## config.mk

```make
export PLATFORM = sky130hd
export DESIGN_NAME = ask4_symbol_source
export DESIGN_NICKNAME = d
export VERILOG_FILES = /design/src/rtl/ee465_pkg.sv /design/src/rtl/prbs_lfsr22.sv /design/src/rtl/ask4_symbol_source.sv
export SDC_FILE = /design/constraint.sdc
export NUM_CORES = 1
export LEC_CHECK = 0
export ABC_AREA = 1
export CAP_MARGIN = 20
export CORE_ASPECT_RATIO = 0.6
export CORE_MARGIN = 4
export CORE_UTILIZATION = 52
export CTS_CLUSTER_DIAMETER = 30
export DETAILED_ROUTE_END_ITERATION = 7
export PLACE_DENSITY = 0.78
export RECOVER_POWER = 25
export SLEW_MARGIN = 10
export SYNTH_ARGS = -nofsm -noshare
export SYNTH_HDL_FRONTEND = slang
export SYNTH_SLANG_ARGS = --single-unit
```

## constraint.sdc

```tcl
create_clock -name clk -period 1.6 [get_ports clk]
set_input_delay 0.4 -clock clk [delete_from_list [all_inputs] [get_ports clk]]
set_output_delay 0.4 -clock clk [all_outputs]
set_load 0.03 [all_outputs]
```

## src/rtl/ee465_pkg.sv

```systemverilog
// ee465_pkg
//   Constants and encodings shared by the 4-ASK symbol source and the
//   4x-oversampled pulse-shaping FIR.
//   - CLKS_PER_SAM / SAMS_PER_SYM : default enable ratios
//   - LFSR_SEED                   : default PRBS reset state (non-zero)
//   - LEVEL_A / LEVEL_3A          : 4-ASK amplitudes in 1s17
//   - mode_t                      : source mode encodings driven by sw
//   - SYM_*                       : Gray-coded symbol indices
//   - gray_level()                : symbol index to 1s17 amplitude
package ee465_pkg;

   localparam int CLKS_PER_SAM = 4;
   localparam int SAMS_PER_SYM = 4;

   localparam logic [21:0] LFSR_SEED = 22'h000001;

   localparam logic signed [17:0] LEVEL_A  = 18'sd16384;
   localparam logic signed [17:0] LEVEL_3A = LEVEL_A * 18'sd3;

   typedef enum logic [1:0] {
      MODE_PRBS  = 2'b00,
      MODE_CONST = 2'b01,
      MODE_ALT   = 2'b10,
      MODE_IMP   = 2'b11
   } mode_t;

   // Gray code: adjacent amplitudes differ in exactly one bit.
   localparam logic [1:0] SYM_M3A = 2'b00;
   localparam logic [1:0] SYM_M1A = 2'b01;
   localparam logic [1:0] SYM_P1A = 2'b11;
   localparam logic [1:0] SYM_P3A = 2'b10;

   function automatic logic signed [17:0] gray_level(input logic [1:0] sym,
                                                     input logic signed [17:0] lvl_a,
                                                     input logic signed [17:0] lvl_3a);
      logic signed [17:0] lvl;
      lvl = lvl_3a;
      unique case (sym)
         SYM_M3A: lvl = -lvl_3a;
         SYM_M1A: lvl = -lvl_a;
         SYM_P1A: lvl = lvl_a;
         SYM_P3A: lvl = lvl_3a;
      endcase
      return lvl;
   endfunction

endpackage

```

## src/rtl/prbs_lfsr22.sv

```systemverilog
// prbs_lfsr22
//   22-bit Fibonacci LFSR, polynomial x^22 + x^21 + 1 (period 2^22-1).
//   Shifts left one step per advance; the new LSB is state[21]^state[20].
//   An all-zero state (the lock-up state) is forced back to 22'h000001.
// Ports
//   clk     in   system clock
//   reset   in   asynchronous, active-high; loads SEED
//   advance in   step the register once on this clock edge
//   state   out  current 22-bit register contents
module prbs_lfsr22
   import ee465_pkg::*;
#(
   parameter logic [21:0] SEED = LFSR_SEED
) (
   input  logic        clk,
   input  logic        reset,
   input  logic        advance,
   output logic [21:0] state
);

   always_ff @(posedge clk or posedge reset) begin
      if (reset) begin
         state <= SEED;
      end else if (state == 22'h000000) begin
         state <= 22'h000001;
      end else if (advance) begin
         state <= {state[20:0], state[21] ^ state[20]};
      end
   end

endmodule

```

## src/rtl/ask4_symbol_source.sv

```systemverilog
// ask4_symbol_source
//   Stimulus stage for the time-shared pulse-shaping FIR. Produces the
//   sample enable (one per CLKS_PER_SAM clk) and symbol enable (every
//   SAMS_PER_SYM-th sample enable), draws 2-bit symbols from a PRBS or a
//   test pattern, Gray-maps them to 4-ASK levels and zero-stuffs the result
//   to the sample rate.
// Ports
//   clk         in   system clock
//   reset       in   asynchronous, active-high
//   sw          in   mode select: 00 PRBS, 01 const +3a, 10 alt +3a/-3a, 11 impulse
//   sam_clk_en  out  one-clk pulse per sample
//   sym_clk_en  out  one-clk pulse coincident with the last sample enable of a symbol
//   x_out       out  signed 1s17 zero-stuffed symbol stream (filter x_in)
//   sym_out     out  symbol index of the symbol currently in flight
// Handshake: none; the downstream FIR consumes x_out on the edge where it
// sees sam_clk_en high, and x_out is stable for the whole sample period.
module ask4_symbol_source
   import ee465_pkg::*;
#(
   parameter int                 CLKS_PER_SAM_P = CLKS_PER_SAM,
   parameter int                 SAMS_PER_SYM_P = SAMS_PER_SYM,
   parameter logic [21:0]        LFSR_SEED_P    = LFSR_SEED,
   parameter logic signed [17:0] LEVEL_A_P      = LEVEL_A
) (
   input  logic               clk,
   input  logic               reset,
   input  logic [1:0]         sw,
   output logic               sam_clk_en,
   output logic               sym_clk_en,
   output logic signed [17:0] x_out,
   output logic [1:0]         sym_out
);

   localparam int CW = (CLKS_PER_SAM_P > 1) ? $clog2(CLKS_PER_SAM_P) : 1;
   localparam int SW = (SAMS_PER_SYM_P > 1) ? $clog2(SAMS_PER_SYM_P) : 1;
   localparam logic [CW-1:0] CLK_LAST = CW'(CLKS_PER_SAM_P - 1);
   localparam logic [SW-1:0] SAM_LAST = SW'(SAMS_PER_SYM_P - 1);
   localparam logic signed [17:0] LEVEL_3A_P = LEVEL_A_P * 18'sd3;

   logic [CW-1:0] clk_cnt;
   logic [SW-1:0] sam_cnt;
   logic          clk_last;
   logic          sam_last;

   mode_t         mode;
   mode_t         sym_mode;
   logic          impulse_done;
   logic          alt_phase;

   logic [21:0]   lfsr_state;
   logic          lfsr_adv;
   logic [1:0]    prbs_sym;
   logic [1:0]    sym_sel;
   logic          level_zero;

   assign clk_last = (clk_cnt == CLK_LAST);
   assign sam_last = (sam_cnt == SAM_LAST);

   // Enables are registered so they are glitch-free one-clk pulses. The
   // pulse appears in the cycle after the counter reaches its last value,
   // and the counters wrap on that same edge, so there is no gap cycle.
   always_ff @(posedge clk or posedge reset) begin
      if (reset) begin
         clk_cnt    <= '0;
         sam_cnt    <= '0;
         sam_clk_en <= 1'b0;
         sym_clk_en <= 1'b0;
      end else begin
         sam_clk_en <= clk_last;
         sym_clk_en <= clk_last && sam_last;
         if (clk_last) begin
            clk_cnt <= '0;
            sam_cnt <= sam_last ? '0 : sam_cnt + 1'b1;
         end else begin
            clk_cnt <= clk_cnt + 1'b1;
         end
      end
   end

   prbs_lfsr22 #(
      .SEED    (LFSR_SEED_P)
   ) u_prbs (
      .clk     (clk),
      .reset   (reset),
      .advance (lfsr_adv),
      .state   (lfsr_state)
   );

   // A zero register state is being forced to 1 on this edge; draw the
   // symbol that the forced state would supply.
   assign prbs_sym = (lfsr_state == 22'h000000) ? 2'b01 : lfsr_state[1:0];

   // sw is taken as the mode of the symbol launched on this sym_clk_en edge
   // and held in `mode` for the rest of that symbol. x_out only changes on
   // enable edges, so a mid-symbol sw change cannot disturb the symbol in
   // flight; it takes effect at the next symbol boundary.
   assign sym_mode = mode_t'(sw);

   always_comb begin
      sym_sel    = SYM_P3A;
      lfsr_adv   = 1'b0;
      level_zero = 1'b0;
      unique case (sym_mode)
         MODE_PRBS: begin
            sym_sel  = prbs_sym;
            lfsr_adv = sym_clk_en;
         end
         MODE_CONST: begin
            sym_sel = SYM_P3A;
         end
         MODE_ALT: begin
            sym_sel = alt_phase ? SYM_M3A : SYM_P3A;
         end
         MODE_IMP: begin
            // Only the first symbol after entering the mode carries the pulse.
            sym_sel    = SYM_P3A;
            level_zero = impulse_done && (mode == MODE_IMP);
         end
      endcase
   end

   always_ff @(posedge clk or posedge reset) begin
      if (reset) begin
         mode         <= MODE_PRBS;
         impulse_done <= 1'b0;
         alt_phase    <= 1'b0;
         x_out        <= '0;
         sym_out      <= '0;
      end else if (sym_clk_en) begin
         mode         <= sym_mode;
         impulse_done <= (sym_mode == MODE_IMP);
         // Phase restarts whenever the alternating pattern is re-entered,
         // so it always opens with +3a.
         alt_phase    <= (sym_mode == MODE_ALT) ? ~alt_phase : 1'b0;
         x_out        <= level_zero ? 18'sd0 : gray_level(sym_sel, LEVEL_A_P, LEVEL_3A_P);
         sym_out      <= sym_sel;
      end else if (sam_clk_en) begin
         x_out <= '0;
      end
   end

endmodule

```

==> results_dict.tcl <==
set metrics [dict create \
    initial_core_util 0.5588 \
    wl_met3_microns 197 \
    finalHoldViolCount 0 \
    hold_ws_ns 0.4290 \
    reg2reg_slack_ns 0.18 \
    ant_nets 0 \
    outcome "complete, no violations" \
    async_flop_share 1.000 \
    setup_tns_ns 0 \
    crit_fanout 3 \
    p_sw_mw 0.4708 \
    vias 1140 \
    finalSetupViolations 0 \
    worstSkewPairLatency_ns 0.28 \
    avgRoutedWirePerCell_microns 11.48 \
    die_h_microns 51.59 \
    place_inst 236 \
    path_clk_slew_ns 0.07 \
    synth_most_common_cell "nand2_1" \
    synth_top_family_by_area "simple AND/OR/NAND/NOR gates" \
    synth_compound_area_frac 0.09498 \
    comb_power_share 0.118 \
    post_cts_buffers 0 \
    worst_slew_pin_slew_ns 0.8623 \
    finalInstanceArea_sq_mm 0.001843 \
    netlist.area_leader.share 0.5471 \
    placed_cell_area_sq_mm 0.001787 \
    syn_avg_cell_area_sq_um 8.998 \
    muxShareOfSynthArea 0.006839 \
    maxSlewHeadroom 0.4251 \
    cap_violations 0 \
    seqPwrFrac 0.554 \
    port_buffers 11 \
    p_per_area_mw_per_mm2 987.0 \
    finalWirelength_microns 2800 \
    die_area_sq_mm 0.004160 \
    netlist_area_sq_mm 0.001647 \
    cts-root-buf "clkbuf_8" \
    fmax_mhz 685.0 \
    grt_start_max_net_pins 38 \
    worst-setup-path-type "input port to register" \
    met2_length_microns 1249 \
    crit_path_start_kind "input port" \
    yosys-top-cells-area "dfrtp_1 (55%), nand2_1 (11%), o21ai_0 (7.6%), buf_4 (6.8%), inv_1 (4.1%)" \
    rows 15 \
    skew_ns 0.005473 \
    rsz0062_at_grt "no" \
    yosysTopAreaCell "dfrtp_1" \
    p_int_mw 1.348 \
    clock_sinks 37 \
    fill_cells 257 \
    place.gp.congestion 0.8701 \
    drive_gt1_frac 0.09406 \
    end_kind "register" \
    synth_edf_count 0 \
    final_cells 244 \
    viasPerCell 4.672 \
    synthFlopType "dfrtp_1" \
    syn-instance-count 183 \
    slew_violations 0 \
    yosys_warnings 0 \
    drt_first_pass_iters 5 \
    synth_fa_ha_area_frac 0.02280 \
    wl_met1_microns 1303 \
    grt_pass1_vias 1073 \
    p_leak_nw 0.9491 \
    cts_made_buffers 5 \
    netSwitchingFraction 0.2588 \
    yosys.area_share.simple 0.1847 \
    finalCriticalPeriod_ns 1.460 \
    die_x_microns 80.65 \
    ios 26 \
    antenna_found_initial 0 \
    post_synth_num_cell_types 21 \
    track_usage 0.1582 \
    fin_nets 208 \
    r2r_cells 9 \
    ys_ff_latch 37 \
    hp-class "register to register" \
    drc 0 \
    synthTopCellsByCount "nand2_1 (47), dfrtp_1 (36), o21ai_0 (25), inv_1 (18), nor2_1 (18)" \
    crit_arrival_ns 1.68 \
    min_period_over_period 0.9124 \
    tritoncts "built" \
    cp_data_required_time_ns 1.82 \
    clockPowerShare 0.328 \
    yosysSeqAreaShare 0.5631 \
    top_layer "met4" \
    h-tree-depth 2 \
    grt_pass1_wl_microns 4885 \
    grt.overflow.total 0 \
    core-area_sq_mm 0.002947 \
    area_growth_pct 11.93 \
    diodes 0 \
    cts_buffer_depth 2 \
    post-dp-hpwl_microns 2174 \
    drt_iter0_markers 54 \
    synthXorXnorAreaFrac 0 \
    whs_path_depth 1 \
    vdd_drop_max_uv 623.5 \
]
-- critical path: stages --
cell	delay, ns
clkdlybuf4s50_1	0.53
buf_4	0.15
nand3_1	0.11
a21oi_1	0.29
nand3_1	0.12
nand3_1	0.09
-- placed cells by master, fill, tap and decap left out, types with 2 or more instances in the layout --
cell type	n
nand2_1	47
dfrtp_1	36
o21ai_0	25
inv_1	18
nor2_1	18
conb_1	14
dlygate4sd2_1	7
clkbuf_8	5
buf_4	5
nand3_1	4
a21oi_1	3
ha_1	3
clkbuf_1	3
clkdlybuf4s50_1	2
-- through the flow --
| step | total power, mW | util | setup WS (ns) |
|---|---|---|---|
| 3_5_place_dp | 1.256 | 0.6064 | -0.1332 |
| 3_3_place_gp | 1.243 | 0.6064 | -0.03387 |
| 5_1_grt | 1.920 | 0.6255 | 0.01546 |
| 6_report | 1.819 | 0.6255 | 0.1402 |
| 4_1_cts | 1.854 | 0.6306 | 0.1344 |
| 2_1_floorplan | 1.210 | - | 0.3314 |
-- final timing paths --
path,end,from
max in group asynchronous,impulse_done$_DFFE_PP0P_,reset
min reg2reg,clk_cnt[0]$_DFF_PP0_,clk_cnt[0]$_DFF_PP0_
max reg2reg,x_out[15]$_DFFE_PP0P_,u_prbs.state[20]$_DFFE_PP0P_
max,x_out[15]$_DFFE_PP0P_,sw[1]
min,clk_cnt[0]$_DFF_PP0_,clk_cnt[0]$_DFF_PP0_
min in group asynchronous,u_prbs.state[7]$_DFFE_PP0P_,reset
-- layer usage --
layer,global-route usage,up-vias
met4,0.06461,0
li1,-,579
met1,0.2074,521
met2,0.2418,33
met3,0.05363,7
met5,0,-
-- cells by family after synthesis --
family          count (synthesis)
fa+ha+maj                       3
mux                             1
other cells                     1
buf+inv                        37
flops                          37
simple gates                   74
compound gates                 30
-- layout make-up --
cell class / count / area [sq um] / share of cell area
well taps: 42 / 52.55 / 0.02851
repair buffers: 17 / 153.9 / 0.08350
multi-input cells: 122 / 561.8 / 0.3048
clock buffers: 8 / 80.08 / 0.04345
inverters: 18 / 67.56 / 0.03666
flip-flops and latches: 37 / 927.1 / 0.5031
-- power by group through the flow --
stage | sequential [mW] | clock, mW | combinational, mW
floorplan | 1.04 | 0 | 0.173
global placement | 1.02 | 0 | 0.221
global route | 1.01 | 0.663 | 0.243
CTS | 1.01 | 0.624 | 0.223
detailed placement | 1.03 | 0 | 0.230
finish | 1.01 | 0.596 | 0.216
-- registers in the layout (all words and copies together) (netlist names) --
name          count
alt_phase         1
clk_cnt           2
impulse_done      1
mode              2
sam_clk_en        1
sam_cnt           2
sym_clk_en        1
sym_out           2
u_prbs.state     22
x_out             3
-- timing repair --
action | in CTS | in global routing
hold buffers | 0 | 0
endpoints found under the setup margin | 7 | 0
resized for setup | 7 | 0
Note: power is estimated with default switching activity, not from simulation.
